[src/rtl/sar_pkg.sv]
// sar_pkg: shared types and constants for the SAR conversion controller.
//   sar_state_e   : controller FSM state encoding
//   NBITS_DEF     : default conversion resolution
//   SAMPLE_DEF    : default track/sample phase length (clocks)
//   SETTLE_DEF    : default DAC settle time per bit (clocks)
//   CNT_W         : width of the phase timer counter
package sar_pkg;

    localparam int NBITS_DEF  = 10;
    localparam int SAMPLE_DEF = 4;
    localparam int SETTLE_DEF = 1;
    localparam int CNT_W      = 4;

    typedef enum logic [2:0] {
        IDLE,
        SAMPLE,
        SETTLE,
        COMPARE,
        DONE
    } sar_state_e;

endpackage

[src/rtl/sar_phase_timer.sv]
// sar_phase_timer: loadable down-counter timing the SAMPLE and SETTLE phases.
//   clk, rst_n : clock, asynchronous active-low reset
//   load       : load load_val on this edge (takes priority over counting)
//   load_val   : phase length in clocks (1..15)
//   zero       : this is the last cycle of the loaded duration; the count
//                reaches zero at the coming edge
module sar_phase_timer
    import sar_pkg::*;
(
    input  logic             clk,
    input  logic             rst_n,
    input  logic             load,
    input  logic [CNT_W-1:0] load_val,
    output logic             zero
);

    logic [CNT_W-1:0] cnt;

    always_ff @(posedge clk or negedge rst_n) begin
        if (!rst_n)
            cnt <= '0;
        else if (load)
            cnt <= load_val;
        else if (cnt != '0)
            cnt <= cnt - CNT_W'(1);
    end

    // Flagging one count early lets a phase loaded with N last exactly N clocks.
    assign zero = (cnt <= CNT_W'(1));

endmodule

[src/rtl/sar_controller.sv]
// sar_controller: successive-approximation ADC sequencer.
//   clk, rst_n  : clock, asynchronous active-low reset
//   start       : conversion request, honoured only in IDLE
//   comp        : comparator, 1 when Vin >= Vdac(trial)
//   ready       : consumer accepts data while valid is high
//   sample_en   : closes the track switch during SAMPLE
//   dac_code    : trial code to the capacitor DAC
//   bitctrl     : one-hot bit strobe, active only in COMPARE
//   busy        : high in every state except IDLE
//   data, valid : conversion result and its qualifier
// Every output is a flop loaded from the next-state values, so no input
// reaches an output without passing through a register.
module sar_controller
    import sar_pkg::*;
#(
    parameter int NBITS         = NBITS_DEF,
    parameter int SAMPLE_CYCLES = SAMPLE_DEF,
    parameter int SETTLE_CYCLES = SETTLE_DEF
) (
    input  logic             clk,
    input  logic             rst_n,
    input  logic             start,
    input  logic             comp,
    input  logic             ready,
    output logic             sample_en,
    output logic [NBITS-1:0] dac_code,
    output logic [NBITS-1:0] bitctrl,
    output logic             busy,
    output logic [NBITS-1:0] data,
    output logic             valid
);

    localparam int PW = (NBITS > 1) ? $clog2(NBITS) : 1;

    sar_state_e       state, state_n;
    logic [PW-1:0]    ptr, ptr_n;
    logic [NBITS-1:0] result, result_n;
    logic [NBITS-1:0] data_n, dac_n, bitctrl_n;
    logic             valid_n;
    logic             tload, tzero;
    logic [CNT_W-1:0] tval;

    sar_phase_timer u_timer (
        .clk      (clk),
        .rst_n    (rst_n),
        .load     (tload),
        .load_val (tval),
        .zero     (tzero)
    );

    always_ff @(posedge clk or negedge rst_n) begin
        if (!rst_n) begin
            state     <= IDLE;
            ptr       <= '0;
            result    <= '0;
            data      <= '0;
            valid     <= 1'b0;
            sample_en <= 1'b0;
            busy      <= 1'b0;
            dac_code  <= '0;
            bitctrl   <= '0;
        end else begin
            state     <= state_n;
            ptr       <= ptr_n;
            result    <= result_n;
            data      <= data_n;
            valid     <= valid_n;
            sample_en <= (state_n == SAMPLE);
            busy      <= (state_n != IDLE);
            dac_code  <= dac_n;
            bitctrl   <= bitctrl_n;
        end
    end

    always_comb begin
        state_n  = state;
        ptr_n    = ptr;
        result_n = result;
        data_n   = data;
        valid_n  = valid;
        tload    = 1'b0;
        tval     = '0;
        case (state)
            IDLE: begin
                if (start) begin
                    state_n = SAMPLE;
                    tload   = 1'b1;
                    tval    = CNT_W'(SAMPLE_CYCLES);
                end
            end
            SAMPLE: begin
                if (tzero) begin
                    state_n  = SETTLE;
                    ptr_n    = PW'(NBITS - 1);
                    result_n = '0;
                    tload    = 1'b1;
                    tval     = CNT_W'(SETTLE_CYCLES);
                end
            end
            SETTLE: begin
                if (tzero)
                    state_n = COMPARE;
            end
            COMPARE: begin
                result_n[ptr] = comp;
                if (ptr != '0) begin
                    state_n = SETTLE;
                    ptr_n   = ptr - PW'(1);
                    tload   = 1'b1;
                    tval    = CNT_W'(SETTLE_CYCLES);
                end else begin
                    state_n = DONE;
                    data_n  = result_n;
                    valid_n = 1'b1;
                end
            end
            DONE: begin
                if (ready) begin
                    state_n = IDLE;
                    valid_n = 1'b0;
                end
            end
            default: state_n = IDLE;
        endcase
    end

    // Output images of the next state, registered above.
    always_comb begin
        dac_n     = '0;
        bitctrl_n = '0;
        case (state_n)
            SETTLE:  dac_n = result_n | (NBITS'(1) << ptr_n);
            COMPARE: begin
                dac_n     = result_n | (NBITS'(1) << ptr_n);
                bitctrl_n = NBITS'(1) << ptr_n;
            end
            DONE:    dac_n = data_n;
            default: dac_n = '0;
        endcase
    end

endmodule

[config.mk]
export PLATFORM = sky130hd
export DESIGN_NAME = sar_controller
export DESIGN_NICKNAME = d
export VERILOG_FILES = /design/src/rtl/sar_pkg.sv /design/src/rtl/sar_phase_timer.sv /design/src/rtl/sar_controller.sv
export SDC_FILE = /design/constraint.sdc
export NUM_CORES = 1
export LEC_CHECK = 0
export ABC_AREA = 1
export CAP_MARGIN = 20
export CORE_MARGIN = 3
export CORE_UTILIZATION = 25
export CTS_CLUSTER_DIAMETER = 100
export DETAILED_ROUTE_END_ITERATION = 8
export GPL_TIMING_DRIVEN = 0
export PLACE_DENSITY = 0.49
export SLEW_MARGIN = 30
export SYNTH_ARGS = -nofsm -noshare
export SYNTH_HDL_FRONTEND = slang
export SYNTH_SLANG_ARGS = --single-unit
[constraint.sdc]
create_clock -name clk -period 4.35 [get_ports clk]
set_input_delay 0.87 -clock clk [delete_from_list [all_inputs] [get_ports clk]]
set_output_delay 0.87 -clock clk [all_outputs]
set_load 0.005 [all_outputs]
Yosys cells after proc, flatten, opt, wreduce, memory -nomap -nowiden
Index checks and enable logic that the tools add are counted.

storage, ports and cells
  bits of input ports = 5
  register bits after elaboration = 54
  word-level logic and storage cells = 67

cells by class
  muxes and demuxes = 31
  eq/ne operators = 10
  bitwise operators = 1
  add/subtract/negate cells = 2
  shift operators = 1
  reductions and logical operators = 9
  $lt $le $gt $ge = 3

operators by type and width
  cell                    count
  $mux W10                4
  $pmux W10 S2            2
  $mux W3                 6
  $mux W4                 4
  $pmux W3 S5             1
  $eq A3 B2 Y1 const B    4
  $bwmux W10              1
  $or A10 B10 Y10         1
  $shl A1 B4 Y10 const A  1
  $pmux W3 S3             1
  $mux W1                 8
  $pmux W4 S2             1
  $reduce_bool A4 Y1      2
  $sub A4 B1 Y4 const B   2
  $eq A3 B1 Y1 const B    2
  $eq A3 B3 Y1 const B    2
  $lt A4 B5 Y1 const B    1
  $demux W1 S4            1
  $ge A4 B1 Y1 const B    1
  $le A4 B1 Y1 const B    1
  $ne A2 B2 Y1 const B    2
  $reduce_bool A2 Y1      2
  $logic_not A3 Y1        1
  $pmux W1 S3             1
  5 further kinds         5

Depth between registers and ports, before layout
Gate-level depths: netlist of run 1.

  word-level depth = 8
  mapped depth = 14
  mapped depth without buffers = 14

Hierarchy
Synthesis of run 1 repeated with hierarchy kept, for this count alone.

second synthesis, totals
  cells, all modules = 319
  area total of the unflattened synthesis = 2628.8 µm²

by module, submodules not included
  module           instances  area an instance (µm²)  cells an instance  sequential area each (µm²)
  sar_controller   1          2379.8                  286                1251.2
  sar_phase_timer  1          249.0                   33                 100.1

Worst setup path after synthesis of run 1
OpenSTA, ideal clock, no wires.

  path kind = register -> register
  start point = reg ptr[0]
  end point = reg dac_code[1]
  period minus slack after synthesis = 1.706 ns
  data required time = 4.233 ns
  setup slack = 2.644 ns
  data arrival time = 1.590 ns
  stages on the path, launching flop included = 11
  buffers on the path = 1
  path through = dfrtp_1 inv_1 ha_1 nand2_4 nand2_4 nand2_1 a31oi_1 inv_1 buf_2 nand2_1 nand2_1

on the way
  elaborated cells on any way between the ends = 23
  classes of those cells = add/sub (1); order compare (2); eq/ne (3); shift (1); mux (12); bitwise (1); reduce/logical (3)

RTL lines
  element                     line                   text
  start, declared             sar_controller.sv:36   logic [PW-1:0] ptr, ptr_n;
  start signal, assigned      sar_controller.sv:64   ptr <= ptr_n;
  $reduce_bool A4 Y1 *        sar_controller.sv:106  if (ptr != '0) begin
  $mux W3 *                   sar_controller.sv:106
  $pmux W3 S5 *               sar_controller.sv:83   case (state)
  net state_n[1]              sar_controller.sv:35   sar_state_e state, state_n;
  $eq A3 B2 Y1                sar_controller.sv:131  case (state_n)
  $reduce_or A2 Y1 (no line)  --
  $pmux W10 S2 *              sar_controller.sv:131
  net dac_n[1]                sar_controller.sv:38   logic [NBITS-1:0] data_n, dac_n, bitctrl_n;
  end signal, assigned        sar_controller.sv:70   dac_code <= dac_n;
  end, declared               sar_controller.sv:26   output logic [NBITS-1:0] dac_code,

Mark *: on every way through the listed nets, which the timed path passes. The rest lies on a longest branch.
A chain may end at the register's enable or synchronous reset.

Final worst setup path of run 1
  start point = in comp
  end point = reg dac_code[7]

on the way
  longest elaborated chain between the ends = 4
  elaborated cells on any way between the ends = 6
  classes of those cells = mux (5); bitwise (1)

RTL lines
  element          line                                          text
  start, declared  sar_controller.sv:23                          input logic comp,
  $bwmux W10       sar_controller.sv:105                         result_n[ptr] = comp;
  $pmux W10 S2     sar_controller.sv:83
  net result_n[7]  sar_controller.sv:37                          logic [NBITS-1:0] result, result_n;
  $or A10 B10 Y10  sar_controller.sv:132, sar_controller.sv:134
  $pmux W10 S2     sar_controller.sv:131
  net dac_n[7]     sar_controller.sv:38

The timed path passes the listed nets, and every way through them passes these cells.

==> results of run 1 <==
==> per-stage QoR <==
step	hold slack [ps]	instances	setup WS, ps	power, uW
final	436.9	498	2234	2096
after global placement	481.3	490	678.1	1839
after floorplan	460.1	320	2644	1451
after global routing	453.7	498	2088	2300
after detailed placement	485.4	491	1954	1847
after CTS	448.2	498	2266	2128
==> logic make-up (layout without fill, tap and decap cells) <==
group	Yosys count	after routing	synth area share (%)
AND/OR/NAND/NOR	172	172	29.56
flip-flops	54	54	51.33
buffers and inverters	49	94	7.462
AO/OA/AOI/OAI	35	35	7.176
adder cells (fa/ha/maj)	8	8	3.802
XOR/XNOR	2	2	0.6655
==> flip-flops by register name, indices dropped and copies added, names as in the netlist <==
name	cells
sample_en	1
data	10
state	3
dac_code	10
result	10
bitctrl	10
valid	1
busy	1
u_timer.cnt	4
ptr	4
==> layout by cell type, fill, tap and decap left out, drive strengths merged <==
cell type and n:
a21oi 5, a31oi 2, buf 7, clkbuf 5, clkdlybuf4s50 36, clkinv 1
clkinvlp 2, dfrtp 54, ha 8, inv 43, nand2 114, nand3 19
nor2 37, nor3 1, o21ai 23, o22ai 4, o31ai 1, or2 1
xnor2 1, xor2 1
==> layer usage <==
metal	global-route usage (%)	vias up	part of all wire, %
met5	0	-	0
met4	3.697	0	1.5
met3	2.250	7	3.5
met2	18.36	32	47
met1	15.30	964	48
li1	-	1077	-
==> layout make-up <==
| cell class | instances | area [sq um] | area share, % |
|---|---|---|---|
| clock inverters | 2 | 15.01 | 0.4591 |
| multi-input cells | 217 | 1085 | 33.17 |
| repair buffers | 38 | 387.9 | 11.86 |
| clock buffers | 5 | 68.82 | 2.104 |
| flip-flops and latches | 54 | 1351 | 41.32 |
| well taps | 133 | 166.4 | 5.088 |
| inverters | 44 | 165.2 | 5.050 |
| plain buffers | 5 | 31.28 | 0.9564 |
==> worst paths after layout <==
check                      startpoint     endpoint  cells after the start
max                              comp  dac_code[7]                      9
min                             rst_n  dac_code[9]                      1
max reg2reg                    ptr[0]  dac_code[4]                     10
min reg2reg                 result[9]    result[9]                      2
max in group asynchronous       rst_n      data[8]                      2
min in group clk            result[9]    result[9]                      2
==> where the power goes <==
part / internal, uW / switching (uW) / leakage (uW) / total (uW)
combinational: 420 / 653 / 0.000881 / 1070
clock: 110 / 164 / 0.0000362 / 274
sequential: 653 / 95.6 / 0.000713 / 749
==> impl_results.md, run 1 <==
* Crit path buf inv count at 3
* Main area contributors after synthesis: dfrtp_1, nand2_1, inv_1, nor2_1, ha_1
* Initial antenna violation count at 0
* Top cell type by total area after synthesis: dfrtp_1
* Worst vdd ir at 208.5 uV
* Lkg Pwr at 0.001630 uW
* Top-count cell post-synth: nand2_1
* Clk_lat worst skew at 310 ps
* Final hold violations at 0
* Cell area power density at 640.9 nW/um^2
* Die Y at 108.6 um
* Worst Tran Pin Value at 389.4 ps
* Clk buf depth at 2
* Placer Congestion at 0.8557
* Worst hold path type: primary input to asynchronous set/reset pin
* Die W at 108.6 um
* Setup CP Type: primary input to flop
* Antenna Violating Nets Remaining at 0
* Cell Area, Synth at 2633 sq um
* Area after DPL at 3187 sq um
* Critical-path cell list: clkdlybuf4s50_1, inv_1, o21ai_0, nand2_1, o21ai_0, inv_1, nand2_1, nand2_1, nand2_1
* Crit share post-route at 48.65%
* CTS sink cnt at 54
* CP max-delay cell: clkdlybuf4s50_1
* Util after Layout at 32.71%
* Final setup viols at 0
* Io pins at 38
* DR vias/cell at 4.177
* RSZ-0062 raised after global routing: no
* Largest net degree at the start of global routing at 34
* Final Max Tran Viols at 0
* Post-synth cell types at 27
* Initial Util at 26.33%
* Fmax at 472.5 MHz
* TNS Setup at 0 ps
* Vias in the first global route at 2122
* Reg clk slew, reported paths at 100 ps
* CP max stage delay at 560 ps
* Max Cap Viol at 0
* Initial drt markers at 95
* CTS Hold Bufs at 0
* Crit-path max FO at 8
* First-pass GRT wire length at 10.39 mm
* Register area share after synthesis at 51.33%
* TritonCTS clock tree: built
* Synth Flop Type: dfrtp_1
* H-tree depth at 2
* GRT Overall Usage at 11.36%
* Critical Path RT at 4600 ps
* Flops & latches, synth at 54
* Fin Clk Skew at 6.585 ps
* Synth cell count leaders: nand2_1, dfrtp_1, inv_1
* Yosys warning count at 0
* CTS root buf: clkbuf_8
* Cell mode on critical path: nand2_1
* Max-slew headroom at 73.88%
* Layout fillers at 1077
* Layout Nets at 378
* Postcts setup bufs at 0
* Die Area at 11800 sq um
* DRC at 0
* Worst reg2reg setup slack at 2270 ps
* Status: finished clean
* DR vias at 2080
* DRT Wirelength at 6.130 mm
* CORE AREA at 10000 sq um
* Crit path arrival time at 2370 ps
* Routed WL per cell at 12.31 um
* Post-cts resize count at 0
* Crit path launch type: primary input
* Min Tclk post-route at 2116 ps
* Total CTS buffers at 5
* Number of antenna diodes at 0
* PortBufs at 37
* Cells after Synth at 320
* Number of flops mapped to enable cells by yosys at 0
* Drt pass-1 iters at 4
* Gr ovfl total at 0
* Fraction of layout cells with a size suffix above 1 at 10.14%
* Syn Nets at 333
* Row Count at 36
* Yosys top cell area share at 51.33%
* Worst setup EP type: flop
* Async set or reset register ratio after synthesis at 100.0%
* Post-DP HPWL at 4.599 mm
* Syn Area/Cell at 8.227 sq um
* Top delay family on crit path: buffers and inverters
* Post-route cell area at 3271 sq um
* Layout area overhead at 24.24%
Power figures use the tool's default switching activity.
==> run 2: changes to the inputs <==
--- a/config.mk
+++ b/config.mk
@@ -12,7 +12,7 @@
 export CTS_CLUSTER_DIAMETER = 100
 export DETAILED_ROUTE_END_ITERATION = 8
 export GPL_TIMING_DRIVEN = 0
-export PLACE_DENSITY = 0.49
+export PLACE_DENSITY = 0.5
 export SLEW_MARGIN = 30
 export SYNTH_ARGS = -nofsm -noshare
 export SYNTH_HDL_FRONTEND = slang
==> constraint.sdc (replaced) <==
create_clock -name clk -period 1.9 [get_ports clk]
set_input_delay 0.38 -clock clk [delete_from_list [all_inputs] [get_ports clk]]
set_output_delay 0.38 -clock clk [all_outputs]
set_load 0.005 [all_outputs]
==> impl_results.md, run 2 (synthesis gave the netlist of run 1 again) <==
* Initial Util at 26.33%
* Crit path launch type: flop
* DRC at 0
* Worst vdd ir at 430.0 uV
* Setup CP Type: flop to flop
* Crit share post-route at 92.61%
* Final worst slack at 140.4 ps
* CP max stage delay at 470 ps
* CTS root buf: clkbuf_8
* Fin Clk Skew at 4.439 ps
* Die W at 108.6 um
* Final Max Tran Viols at 0
* Drt pass-1 iters at 4
* DR vias at 2111
* Worst Tran Pin Value at 372.7 ps
* Antenna Violating Nets Remaining at 0
* Most common cell after layout, fill and taps aside: nand2_1
* TritonCTS clock tree: built
* Final setup viols at 0
* Io pins at 38
* PortBufs at 37
* CP max-delay cell: dfrtp_1
* DRT Wirelength at 6.098 mm
* Post-DP HPWL at 4.539 mm
* Layout Nets at 379
* Final hold violations at 0
* Vias in the first global route at 2095
* Die Y at 108.6 um
* Max Cap Viol at 0
* Gr ovfl total at 0
* CTS sink cnt at 54
* Largest net degree at the start of global routing at 38
* Critical Path RT at 2140 ps
* Lkg Pwr at 0.001640 uW
* Post-route cell area at 3329 sq um
* Cell mode on critical path: nand2_1
* Cell area power density at 1485 nW/um^2
* Fraction of layout cells with a size suffix above 1 at 13.39%
* CORE AREA at 10000 sq um
* DR vias/cell at 4.230
* Routed WL per cell at 12.22 um
* Total CTS buffers at 5
* Crit-path max FO at 7
* Clk buf depth at 2
* First-pass GRT wire length at 10.34 mm
* Placer Congestion at 0.8949
* Status: finished clean
* Max-slew headroom at 75.00%
* Row Count at 36
* Pre-CTS setup slack at -155.0 ps
* Initial drt markers at 97
* GRT Overall Usage at 11.18%
* Most frequent cells in the layout: nand2_1, dfrtp_1, inv_1, clkdlybuf4s50_1, nor2_1
* Die Area at 11800 sq um
* Critical-path cell list: inv_4, ha_4, nand2_4, nand2_4, or2_4, a21oi_1, nand2_1, nand2_1, nand2_1, nand2_1
* Number of antenna diodes at 0
* Worst hold path type: primary input to asynchronous set/reset pin
* Fmax at 568.3 MHz
* Worst setup EP type: flop
* Layout area overhead at 26.47%
* Min Tclk post-route at 1760 ps
* Reg2Reg Depth at 10
* RSZ-0062 raised after global routing: no
* H-tree depth at 2
* Clk_lat worst skew at 300 ps
* Initial antenna violation count at 0
* Crit path arrival time at 2000 ps
* Area after DPL at 3187 sq um
* Reg clk slew, reported paths at 90 ps
-- run 2: where the power goes --
| part | total, uW | switching [uW] | internal, uW |
|---|---|---|---|
| Combinational | 2610 | 1560 | 1050 |
| Sequential | 1730 | 236 | 1500 |
| Clock | 598 | 343 | 255 |
-- run 2: metal layers --
metal	routed length, um	global-route usage [%]
met5	0	0
met4	85	3.787
met3	218	1.835
met2	3053	19.42
met1	2740	14.10
-- run 2: worst max-delay path, delay by kind of cell, from the launching register on --
kind	cells	cell delay [ps]
flops	1	470
compound gates	1	230
simple gates	7	710
buf+inv	1	90
fa+ha+maj	1	200
-- run 2: repair_timing --
item                       in CTS  in global routing
setup buffers                   0                  0
pin swaps                       0                  2
hold endpoints to repair       17                  0
hold buffers                    1                  0
resized for setup               4                 17
setup endpoints to repair      19                 22
-- run 2: worst paths after layout --
kind                            startpoint          end  slack [ps]
worst max-delay path                ptr[0]  dac_code[2]         140
worst min-delay path                 rst_n  dac_code[1]         490
worst max register to register      ptr[0]  dac_code[2]         140
worst min register to register   result[9]    result[9]         520
max in group asynchronous            rst_n       ptr[0]         940
min in group clk                 result[9]    result[9]         520
-- run 2: layout make-up --
class	instances	area, sq um
well taps	133	166.4
repair buffers	39	397.9
clock buffers	7	76.32
fillers	1070	6670
multi-input cells	217	1132
plain buffers	5	37.54
flip-flops and latches	54	1351
inverters	44	167.7
-- run 2: per-stage QoR --
step	hold slack, ps	total power (uW)	TNS, ps	utilization (%)	cells
floorplan	84.41	3321	0	-	320
global placement	476.2	4208	-72640	31.69	490
detailed placement	268.4	4234	-1627	31.87	491
CTS	490.2	4900	0	32.83	499
global route	513.0	5440	0	33.30	499
finish	493.1	4943	0	33.30	499
==> RTL change 1 (config.mk and constraints of run 2) <==
`NBITS_DEF`: 10 -> 9.
--- a/src/rtl/sar_pkg.sv
+++ b/src/rtl/sar_pkg.sv
@@ -6,7 +6,7 @@
 //   CNT_W         : width of the phase timer counter
 package sar_pkg;
 
-    localparam int NBITS_DEF  = 10;
+    localparam int NBITS_DEF  = 9;
     localparam int SAMPLE_DEF = 4;
     localparam int SETTLE_DEF = 1;
     localparam int CNT_W      = 4;
Ports: changed (resized bitctrl, dac_code and data); port bits go from 38 to 35. The function was not compared with the original's and may differ.
==> RTL change 1 against run 2 <==
Count of clock-buffer cells in the layout is 1 lower; non-clock buffer count is 1 lower; critical path depth is 2 higher; synthesized area is 3.7% lower; fmax is 4.0% higher; sequential cell count is 4 lower; design area is 3.0% lower; power is 0.56% lower; worst setup slack better by 68 ps; first-iteration DRC count is 21% lower; routed wire length is 7.4% lower.
==> RTL change 1: results (changes against run 2) <==
* Area occupied by multi-input gates at 1100 um2 (-3.1%)
* R2r worst-path depth at 12 (+2)
* # nets final at 361 (-4.7%)
* Compound-gate portion of the synthesized area at 6.56% (-0.62 points)
* Outcome: completed
* DP Area at 3060 um2 (-4.0%)
* Top cells by count, synth: 96 x nand2_1, 50 x dfrtp_1, 36 x inv_1
* Number of port buffers at 34 (-8.1%)
* Synth cell types at 32 (+19%)
* Vias in the first global route at 2023 (-3.4%)
* Post-route insts no fill at 483 (-3.2%)
* Crit path arrival time at 1940 ps (-60 ps)
* Routability Congestion at 0.809 (-9.6%)
* Post-Synth XOR/XNOR Area at 0.691% (+0.025 points)
* Sequential area share after synthesis at 49.3% (-2.0 points)
* Fin Clk Skew at 4.57 ps (+0.132 ps)
* Leakage at 1.60 nW (-2.5%)
* HPWL Detailed at 4320 um (-4.7%)
* Share of cells above drive strength 1 at 17.4% (+4.0 points)
* First-pass GRT wire length at 9940 um (-3.9%)
* Post-cts sizing count at 1 (-3)
* DRT iter0 DRCs at 77 (-21%)
* Post-Synth Adder-Cell Area at 3.45% (-0.35 points)
* VDD IR-drop max at 0.000452 V (+5.1%)
* DRT Pass-1 Iters at 6 (+2)
* Vias per cell at 4.10 (-3.0%)
* Crit path to: dac_code[0]$_DFF_PN0_
* WL final at 5650 um (-7.4%)
* Synth top area cells: dfrtp_1 49%, nand2_1 14%, inv_1 5.3%
* FILL cells at 1075 (+0.47%)
* FF-to-FF setup slack at 210 ps (+70 ps)
* Gr usage total at 10.8% (-0.38 points)
* Worst slew pin tran at 338 ps (-35.2 ps)
## RTL change 1: cell count changes in the layout (fill, tap and decap cells not counted), sizes merged, moves of 2 or more
cell,change
a31oi,-2
nand3,-6
o21ai,-3
buf,+2
clkdlybuf4s50,-3
dfrtp,-4
nor2,+2
nand2,-4
## RTL change 1: report_power, final
| part | switching (mW) | internal, mW | total [mW] |
|---|---|---|---|
| Combinational | 1.55 | 1.04 | 2.58 |
| Sequential | 0.200 | 1.38 | 1.58 |
| Clock | 0.356 | 0.393 | 0.749 |
| Total | 2.10 | 2.81 | 4.92 |
## RTL change 1: cells by family after synthesis
logic type	after synthesis
buffers and inverters	49
XOR/XNOR	2
flip-flops	50
AND/OR/NAND/NOR	165
adder cells (fa/ha/maj)	7
AO/OA/AOI/OAI	30
## RTL change 1: stage by stage
stage                     hold slack (ps)  setup WS, ps
after floorplan                      84.4           282
after global placement                476         -1120
after detailed placement              251         -6.42
after CTS                             464          15.1
after global routing                  472         -2.67
final                                 465           208
## RTL change 1: critical path, stage by stage (launching register included)
cell	delay (ps)
dfrtp_1	420
inv_2	140
ha_4	180
nand2_4	90
nand2_4	110
clkinv_4	80
nand2_2	90
nand3_4	100
nor2_4	160
nand2_1	90
nand2_1	70
nand2_1	40
nand2_1	60
## RTL change 1: layer usage
| metal | part of all wire [%] | wire (um) | GRT usage (%) |
|---|---|---|---|
| met2 | 49 | 2770 | 18.3 |
| met3 | 4.8 | 269 | 2.29 |
| met1 | 45 | 2540 | 13.9 |
| met4 | 1.2 | 65 | 3.01 |
| met5 | 0 | 0 | 0 |
## RTL change 1: final cells by class
class	instances	area share, %
buffer	4	1.08
multi-input combinational	204	34.0
inverter	45	5.54
clock inverter	2	1.16
sequential	50	38.8
clock buffer	6	2.25
timing repair buffer	39	12.1
tap	133	5.15
==> RTL change 2 (config.mk and constraints of run 2) <==
Without the edit above. Take the reset off `result` and load it in a clocked block of its own.
--- a/src/rtl/sar_controller.sv
+++ b/src/rtl/sar_controller.sv
@@ -52,7 +52,6 @@
         if (!rst_n) begin
             state     <= IDLE;
             ptr       <= '0;
-            result    <= '0;
             data      <= '0;
             valid     <= 1'b0;
             sample_en <= 1'b0;
@@ -62,7 +61,6 @@
         end else begin
             state     <= state_n;
             ptr       <= ptr_n;
-            result    <= result_n;
             data      <= data_n;
             valid     <= valid_n;
             sample_en <= (state_n == SAMPLE);
@@ -70,6 +68,10 @@
             dac_code  <= dac_n;
             bitctrl   <= bitctrl_n;
         end
+    end
+
+    always_ff @(posedge clk) begin
+        result <= result_n;
     end
 
     always_comb begin
Formal check against the unedited RTL: same outputs for any inputs over 10 cycles, from zero or initial values and one cycle with rst_n low; that may be too few to reach the edited logic, so the function may still have changed.
==> RTL change 2 against run 2 <==
Routed wire length decreased by 2.7%; core utilization increased by 0.32 points; fmax about the same; sequential share of layout area decreased by 1.5 points; synthesized area decreased by 1.7%; sequential cell count unchanged; design area about the same; hold slack got worse by 440 ps; power increased by 8.7%; worst setup slack improved by 1.6 ps.
==> RTL change 2: results (changes against run 2) <==
* Fin Clk Skew at 9.72 ps (+5.28 ps)
* Vias per cell at 4.19 (-0.86%)
* Initial antenna violation count at 0 (unchanged)
* Clk buf depth at 2 (unchanged)
* CTS clk-pin slew, worst paths at approximately 100 ps
* Post-DR wirelength/cell at 12.1 um (-0.95%)
* Top cells by count, synth: 90 x nand2_1, 44 x dfrtp_1, 33 x inv_1
* Leakage at 1.58 nW (-3.6%)
* Crit path arrival time at 2000 ps (about the same)
* Synth top area cells: dfrtp_1 43%, nand2_1 13%, dfxtp_1 7.7%
* CP delay by family, top: simple AND/OR/NAND/NOR gates
* Gr usage total at 10.9% (-0.24 points)
* FFs w/ async S/R, synth at 81.5% (-19 points)
* Clk Latency, worst-skew pair at between 300 and 400 ps
* Mapped Nets at 321 (-3.6%)
* DRT iter0 DRCs at 41 (-58%)
* Largest net degree at the start of global routing at 45 (+18%)
* Vias in the first global route at 2095 (unchanged)
* TritonCTS Buffers at 5 (unchanged)
* Number of port buffers at 37 (unchanged)
* Synth cell types at 33 (+22%)
* HPWL Detailed at 4400 um (-3.0%)
* Worst slew pin tran at 561 ps (+188 ps)
* Warning count from the yosys run at 0 (unchanged)
* FILL cells at 1017 (-5.0%)
* Pint at 3.08 mW (+10%)
* VDD IR-drop max at 0.000485 V (+13%)
* Ant diodes at 0 (unchanged)
* CP max-delay cell: dfrtp_1
* # nets final at 369 (-2.6%)
* CP max FO at 6 (-1)
* Share of cells above drive strength 1 at 18.8% (+5.4 points)
* Routability Congestion at 0.868 (-3.0%)
* Min-Delay Path Class: primary input to asynchronous set/reset pin
* CP max stage delay at 450 ps (-20 ps)
* First-pass GRT wire length at 9980 um (-3.5%)
* Outcome: completed
* Sequential area share after synthesis at 50.3% (-1.0 points)
* Final hold vios at 0 (unchanged)
* Top_reg_cell synth: dfrtp_1
* H-tree Lvls at 2 (unchanged)
* Root Driver: clkbuf_8
* DRT Pass-1 Iters at 4 (unchanged)
## RTL change 2: changes by cell type in the layout (fill, tap and decap cells not counted), sizes merged, moves of 2 or more
cell / before / now
dfxtp: 0 / 10
nand3: 19 / 15
o21ai: 23 / 18
dfrtp: 54 / 44
nor3: 1 / 3
nand2: 114 / 101
a21oi: 5 / 13
## RTL change 2: worst reg2reg max path, cell delays in order, from the launching register on
cell	delay, ps
dfrtp_1	450
inv_2	150
ha_4	180
nand2_4	80
nand2_4	120
inv_2	30
nand3_1	100
nand3_4	130
nor2_4	200
nand2_2	90
nand2_1	70
nand2_1	50
nand2_1	60
## RTL change 2: layout make-up
cell class | count | share of cell area (%)
repair buffers | 41 | 12.3
clock buffers | 5 | 2.07
multi-input cells | 208 | 34.4
plain buffers | 4 | 0.902
flip-flops and latches | 54 | 39.1
inverters | 42 | 4.77
well taps | 133 | 5.00
clock inverters | 3 | 1.43
## RTL change 2: per-stage QoR
step	setup slack, ps	cell area, um2	instances
finish	142	3330	490
global route	-10.9	3330	490
CTS	3.18	3240	486
detailed placement	-67.1	3120	478
global placement	-831	3120	478
floorplan	264	2590	308
## RTL change 2: cell families (layout without fill, tap and decap cells)
kind of cell / count (synthesis) / after routing / synth area share, %
compound gates: 38 / 38 / 8.51
simple gates: 159 / 159 / 29.3
xor+xnor: 3 / 3 / 1.02
fa+ha+maj: 8 / 8 / 3.87
flops: 54 / 54 / 50.3
buf+inv: 46 / 95 / 7.06
## RTL change 2: path summary, 6_finish.rpt
check	from	to	slack (ps)	cells past startpoint
hold / removal	rst_n	u_timer.cnt[2]$_DFFE_PN0P_	50	1
setup / recovery	ptr[0]$_DFF_PN0_	dac_code[0]$_DFF_PN0_	140	12
max in group asynchronous	rst_n	ptr[1]$_DFF_PN0_	1440	1
hold reg to reg	result[6]$_DFF_P_	result[6]$_DFF_P_	480	2
min in group clk	result[6]$_DFF_P_	result[6]$_DFF_P_	480	2
setup reg to reg	ptr[0]$_DFF_PN0_	dac_code[0]$_DFF_PN0_	140	12
## RTL change 2: repair_timing
| item | in CTS | in global routing |
|---|---|---|
| resized for setup | 5 | 17 |
| buffers inserted | 0 | 4 |
| cloned | 0 | 0 |
| endpoints found under the setup margin | 10 | 20 |
| pin swaps | 0 | 2 |
## RTL change 2: layer usage
layer	global-route usage [%]	vias up	wire length, um
met5	0	-	0
met3	1.80	9	183
met1	12.7	949	2570
met4	3.88	0	124
met2	20.1	38	3060
li1	-	1059	-
## RTL change 2: power groups by stage
stage	logic [mW]	clock network (mW)	registers [mW]
6_report	2.85	0.793	1.73
5_1_grt	3.20	0.867	1.78
4_1_cts	2.66	0.827	1.73
3_5_place_dp	2.62	0	1.75
3_3_place_gp	2.60	0	1.74
2_1_floorplan	1.73	0	1.73
